<file path="src/rtl/mem_access_unit.sv">
// mem_access_unit: single-outstanding load/store unit between a pipeline
// request port and a 32-bit byte-enabled RAM port.
// Optional feature: define MAU_MISALIGN_CHECK_EN to reject misaligned half and
// word accesses with resp_err (no RAM cycle). With the macro undefined, the low
// address bits that would cause misalignment are ignored and every request issues.
module mem_access_unit #(
    parameter int RD_LATENCY = 1   // cycles from data_en to valid data_rdata, 1..3
) (
    input  logic        clk,
    input  logic        rst,        // asynchronous, active low
    input  logic        req_valid,
    output logic        req_ready,
    input  logic        req_we,
    input  logic [1:0]  req_size,
    input  logic        req_signed,
    input  logic [31:0] req_addr,
    input  logic [31:0] req_wdata,
    output logic        resp_valid,
    input  logic        resp_ready,
    output logic [31:0] resp_rdata,
    output logic        resp_err,
    output logic        data_en,
    output logic [3:0]  data_wen,
    output logic [31:0] data_addr,
    output logic [31:0] data_wdata,
    input  logic [31:0] data_rdata
);

    typedef enum logic [1:0] {IDLE, ISSUE, WAIT, RESP} state_t;

    localparam logic [1:0] CNT_INIT = 2'(RD_LATENCY - 1);

    state_t      state;
    logic [1:0]  cnt;
    logic        we_q;
    logic [1:0]  size_q;
    logic        signed_q;
    logic [1:0]  off_q;

    logic [1:0]  acc_off;
    logic        acc_mis;
    logic [3:0]  acc_wen;
    logic [31:0] acc_wdata;
    logic [31:0] shifted;
    logic [31:0] load_data;

    // Decode an incoming request: lane offset, byte enables, replicated data, alignment.
    always_comb begin
        acc_off   = 2'b00;
        acc_mis   = 1'b0;
        acc_wen   = 4'b1111;
        acc_wdata = req_wdata;
        case (req_size)
            2'd0: begin
                acc_off   = req_addr[1:0];
                acc_wen   = 4'b0001 << req_addr[1:0];
                acc_wdata = {4{req_wdata[7:0]}};
            end
            2'd1: begin
                acc_off   = {req_addr[1], 1'b0};
                acc_wen   = 4'b0011 << {req_addr[1], 1'b0};
                acc_wdata = {2{req_wdata[15:0]}};
`ifdef MAU_MISALIGN_CHECK_EN
                acc_mis   = req_addr[0];
`endif
            end
            default: begin
`ifdef MAU_MISALIGN_CHECK_EN
                acc_mis   = |req_addr[1:0];
`endif
            end
        endcase
        if (!req_we) acc_wen = 4'b0000;
    end

    // Align the returned RAM word to bit 0 and extend to 32 bits.
    always_comb begin
        shifted = data_rdata >> {off_q, 3'b000};
        case (size_q)
            2'd0:    load_data = signed_q ? {{24{shifted[7]}}, shifted[7:0]}
                                          : {24'b0, shifted[7:0]};
            2'd1:    load_data = signed_q ? {{16{shifted[15]}}, shifted[15:0]}
                                          : {16'b0, shifted[15:0]};
            default: load_data = shifted;
        endcase
    end

    // Control FSM; every output is a register so reset clears them at once.
    always_ff @(posedge clk or negedge rst) begin
        if (!rst) begin
            state      <= IDLE;
            cnt        <= 2'd0;
            we_q       <= 1'b0;
            size_q     <= 2'd0;
            signed_q   <= 1'b0;
            off_q      <= 2'd0;
            req_ready  <= 1'b1;
            resp_valid <= 1'b0;
            resp_rdata <= 32'd0;
            resp_err   <= 1'b0;
            data_en    <= 1'b0;
            data_wen   <= 4'd0;
            data_addr  <= 32'd0;
            data_wdata <= 32'd0;
        end else begin
            case (state)
                IDLE: begin
                    if (req_valid) begin
                        we_q      <= req_we;
                        size_q    <= req_size;
                        signed_q  <= req_signed;
                        off_q     <= acc_off;
                        req_ready <= 1'b0;
                        if (acc_mis) begin
                            // Misaligned: answer straight away, never touch the RAM.
                            state      <= RESP;
                            resp_valid <= 1'b1;
                            resp_err   <= 1'b1;
                            resp_rdata <= 32'd0;
                        end else begin
                            state      <= ISSUE;
                            data_en    <= 1'b1;
                            data_wen   <= acc_wen;
                            data_addr  <= {req_addr[31:2], 2'b00};
                            data_wdata <= req_we ? acc_wdata : 32'd0;
                        end
                    end
                end
                ISSUE: begin
                    data_en  <= 1'b0;
                    data_wen <= 4'd0;
                    if (we_q) begin
                        state      <= RESP;
                        resp_valid <= 1'b1;
                        resp_rdata <= 32'd0;
                        resp_err   <= 1'b0;
                    end else begin
                        state <= WAIT;
                        cnt   <= CNT_INIT;
                    end
                end
                WAIT: begin
                    if (cnt == 2'd0) begin
                        state      <= RESP;
                        resp_valid <= 1'b1;
                        resp_rdata <= load_data;
                        resp_err   <= 1'b0;
                    end else begin
                        cnt <= cnt - 2'd1;
                    end
                end
                RESP: begin
                    if (resp_ready) begin
                        state      <= IDLE;
                        resp_valid <= 1'b0;
                        resp_rdata <= 32'd0;
                        resp_err   <= 1'b0;
                        req_ready  <= 1'b1;
                    end
                end
                default: state <= IDLE;
            endcase
        end
    end

endmodule

</file>
<file path="config.mk">
export PLATFORM = sky130hd
export DESIGN_NAME = mem_access_unit
export DESIGN_NICKNAME = d
export VERILOG_FILES = /design/src/rtl/mem_access_unit.sv
export SDC_FILE = /design/constraint.sdc
export NUM_CORES = 1
export LEC_CHECK = 0
export CAP_MARGIN = 10
export CORE_AREA = 2 2 112 114
export DETAILED_ROUTE_END_ITERATION = 10
export DIE_AREA = 0 0 114 116
export GPL_TIMING_DRIVEN = 0
export HOLD_SLACK_MARGIN = 0.05
export PLACE_DENSITY = 0.8
export SKIP_CTS_REPAIR_TIMING = 1
export SYNTH_ARGS = -nofsm -noshare
export SYNTH_HDL_FRONTEND = slang
export SYNTH_SLANG_ARGS = --single-unit
export TNS_END_PERCENT = 100
</file>
<file path="constraint.sdc">
create_clock -name clk -period 2.65 [get_ports clk]
set_clock_uncertainty 0.15 [all_clocks]
set_input_delay 0.265 -clock clk [delete_from_list [all_inputs] [get_ports clk]]
set_output_delay 0.265 -clock clk [all_outputs]
set_load 0.01 [all_outputs]
</file>
==> flow_results.org <==
** Status
- The run finished with clean final reports.

** Drt
- In this run, the number of DRC markers left after iteration 0 of detailed routing was 340.
- In the final routed layout, each cell accounts on average for 19.8 um.
- Post-DRT Antenna Nets :: 0
- Via density :: 5.53
- The pre-antenna-repair detailed-routing pass consisted of 4 iterations.
- The final layout contains routed wiring with a total length of 16200 um.
- Remaining DRCs :: 0
- Summing over every cut layer, the via total after detailed routing is ~4500.

** Clock tree
- TritonCTS built the clock tree.
- At the later pin of the worst-skew pair, clock insertion delay measures 0.35 ns.
- Number of buffers created by CTS :: 9
- The tree is rooted in a clkbuf_16.
- The clock passes through at most 2 buffers.
- The clock net in this run drives a total of about 110 sinks.
- After clock tree synthesis, the clock-pin slew on the worst setup and hold paths is 0.07 ns.
- The H-tree was split into 3 levels.

** GRT
- Initial antenna violation count :: 0
- Total congestion overflow :: 0
- The first global-routing pass estimated 24900 um of wire.
- Via count of the first global-routing pass :: around 4800
- Global routing used around 24% of the available tracks across all layers.
- Entering global routing, the biggest net connects 57 pins.

** Worst setup path
- Crit path required time :: 2.78 ns
- Of all nets on the critical path, the largest fanout is 10.
- Worst setup path start :: state[0]$_DFFE_PN0P_
- STA classifies the critical path endpoint as a register.
- The startpoint identified for the worst register-to-register timing path is state[0]$_DFFE_PN0P_.
- The worst setup path is launched from a register.
- For the worst flop-to-flop path, the logic depth is 6.
- For this design, the slowest cell found on the critical path is nor3_2.
- Crit Path Class :: reg2reg
- Reg2reg setup slack :: ~0.17 ns
- CP max stage delay :: 0.49 ns
- Data on the critical path arrives at its endpoint at 2.61 ns.
- Walking the worst path, the cells encountered are ha_1 -> nor2b_1 -> a2111o_1 -> buf_6 -> nor3_2 -> a221o_1.

** Power and ir drop
- Registers are responsible for 34.5% of the overall power.
- In this run switching power makes up 35.6% of total power.
- The clock network is responsible for roughly 16% of the overall power.
- For this design the total switching power over the nets is approximately 3 mW.
- The worst-case IR drop observed on VDD is 594 uV.
- In this run the power density over the cells is 1120 mW/mm2.
- P_int :: 5.57 mW
- The analysis attributes to cell leakage a power of 3.27 nW.
- Logic gate share of total power :: roughly 50%

** Logic synthesis
- Averaged over all synthesized cells, the footprint is 11.5 um2.
- Asr flop ratio synth :: 100%
- Fraction of the yosys area taken by sequential cells :: 53.8%
- Total of warnings raised by yosys :: 0
- The mapped netlist covers 0.00517 mm2.
- Primary FF master, synth :: dfrtp_1
- Counting flops and latches in the post-synthesis netlist gives 111.
- Yosys mapped the design onto 42 distinct sky130hd cell types.
- Post-synth EDFFs :: 0
- Counting every instance in the synthesized netlist gives 449.

** Timing
- The worst path in the final design needs a cycle of approximately 2.5 ns, including I/O delays and setup.
- Final setup violation count :: 0
- The count of endpoints failing hold in the final timing report was 0.
- The final-report max-slew violation count is 0.
- Worst slew pin tran :: roughly 0.97 ns
- Setup repair after global routing left no endpoint under its margin.
- Headroom to the max-slew limit :: about a third
- Static timing analysis puts the maximum clock frequency at 404 MHz.
- Post-Route Hold Slack :: 0.305 ns
- Final period util :: between 90% and 100%

** Die
- Horizontal extent of the die :: roughly 110 um
- After floorplanning, the core was divided into 40 placement rows.
- Chip height :: 116 um
- Area of the die :: around 0.013 mm2
- I/O pins :: 208
- Core region area :: 0.0119 mm2
- The initial utilization of the core area, before any placement, comes to 43.4%.

** Final layout
- Synth-to-layout area growth :: 49.7%
- Post-route standard cell area excluding fillers :: 0.00774 mm2
- The final layout contains 776 nets.
- The count of cells in the finished layout, fillers not included, comes to between 800 and 900.
- The repair_antennas step left the layout with diodes totalling 0.
- Cells with a size suffix above 1 make up 12.7% of the layout.

** Placed design
- In this run the cell area measured after placement is 0.00742 mm2.
- At the end of routability-driven placement, the weighted congestion stood at 0.858.
- Port Buffers :: 203
- Counting tap cells, the placed design contains a total of between 800 and 900 instances.
- After legalization and detailed placement, the total HPWL measured 12200 um.

** Job
- Max-cap violations :: 0

** Worst hold path
- In this run the most critical hold path is launched from req_size[1].
- In this run the worst hold path is classified as in2reg.
- Counting instances, the worst hold path has a depth of 3.
## per-layer routing
layer / vias up / wire [um] / GRT usage, %
met5: - / 0 / 0
li1: 2060 / - / -
met1: 2206 / 6100 / 28.4
met4: 0 / 303 / 8.86
met2: 231 / 8090 / 42.3
met3: 23 / 1680 / 7.22
## stage by stage
| stage | util, % | power [mW] | setup TNS [ns] | setup slack (ns) |
|---|---|---|---|---|
| final | 65.0 | 8.65 | 0 | 0.172 |
| after global placement | 62.1 | 7.09 | -332.53 | -3.02 |
| after detailed placement | 62.3 | 7.25 | -0.202 | -0.0434 |
| after global routing | 65.0 | 9.14 | 0 | 0.0738 |
| after CTS | 64.9 | 8.70 | -0.506 | -0.0690 |
| after floorplan | - | 4.97 | 0 | 0.464 |
## kinds of logic (layout without fill, tap and decap cells)
kind of cell	count (synthesis)	count (layout)	share of synthesized area, %
AOI/OAI and AO/OA	110	110	14.6
muxes	80	80	17.2
other	1	3	0.0726
DFF	111	111	53.8
adders and majority gates	5	5	1.21
and+or+nand+nor	102	102	9.61
buffers and inverters	40	260	3.56
## flip-flops by register name (all words and copies together) (netlist names)
name and flops:
cnt 2, data_addr 30, data_en 1, data_wdata 32, data_wen 4, off_q 2
req_ready 1, resp_rdata 32, resp_valid 1, signed_q 1, size_q 2, state 2
we_q 1
## Yosys cell counts (4+ instances only)
cell / n / share of area, %
buf_4: 4 / 0.58
nand2_1: 57 / 4.1
clkbuf_1: 19 / 1.4
dfrtp_1: 110 / 53
buf_1: 4 / 0.29
inv_1: 7 / 0.51
o21ai_1: 8 / 0.77
mux2_2: 49 / 11
mux2i_1: 29 / 5.6
nor2_1: 7 / 0.51
a21oi_1: 9 / 0.87
a221oi_1: 10 / 1.7
a22o_1: 17 / 2.9
o311ai_1: 7 / 1.2
ha_1: 5 / 1.2
o21ai_0: 43 / 4.2
a221o_1: 8 / 1.5
nor2b_1: 17 / 2.1
nor3_1: 6 / 0.58
## placed cells by master (no fill, tap or decap), types with 5 or more instances in the layout
cell             Yosys  routed
a22o_1              17      17
inv_1                7       7
clkbuf_16            0       9
nor3_1               6       6
ha_1                 5       5
o311ai_1             7       7
a21oi_1              9       9
dfrtp_1            110     110
clkdlybuf4s50_1      0     202
buf_4                4       5
o21ai_0             43      43
a221o_1              8       8
a221oi_1            10      10
mux2_2              49      49
clkbuf_1            19      18
o21ai_1              8       8
nand2_1             57      57
mux2i_1             29      29
nor2b_1             17      17
nor2_1               7       7
## power groups by stage
stage	Combinational, mW	Sequential, mW	Clock, mW
detailed placement	4.26	2.99	0
floorplan	1.71	3.26	0
global placement	4.15	2.94	0
CTS	4.28	2.98	1.44
global route	4.57	3.07	1.50
finish	4.26	2.98	1.41
## worst paths after layout
path | end
max in group asynchronous | data_addr[19]$_DFFE_PN0P_
setup reg to reg | resp_rdata[30]$_DFFE_PN0P_
hold reg to reg | data_wdata[26]$_DFFE_PN0P_
setup / recovery | resp_rdata[30]$_DFFE_PN0P_
min in group asynchronous | resp_rdata[16]$_DFFE_PN0P_
hold / removal | data_wen[3]$_DFFE_PN0P_
## worst max-delay path, delay by kind of cell (launching register included)
family,cells,cell delay (ns)
compound gates,2,0.68
flops,1,0.45
fa+ha+maj,1,0.30
buf+inv,1,0.16
simple gates,2,0.68
## layout make-up
type,count,area (um2)
fill,929,4170
sequential,111,2780
multi-input combinational,300,2210
timing repair buffer,205,2070
clock buffer,13,270
tap,147,184
buffer,32,158
clock inverter,2,38.8
inverter,8,30.0
(Power assumes the default switching activity.)
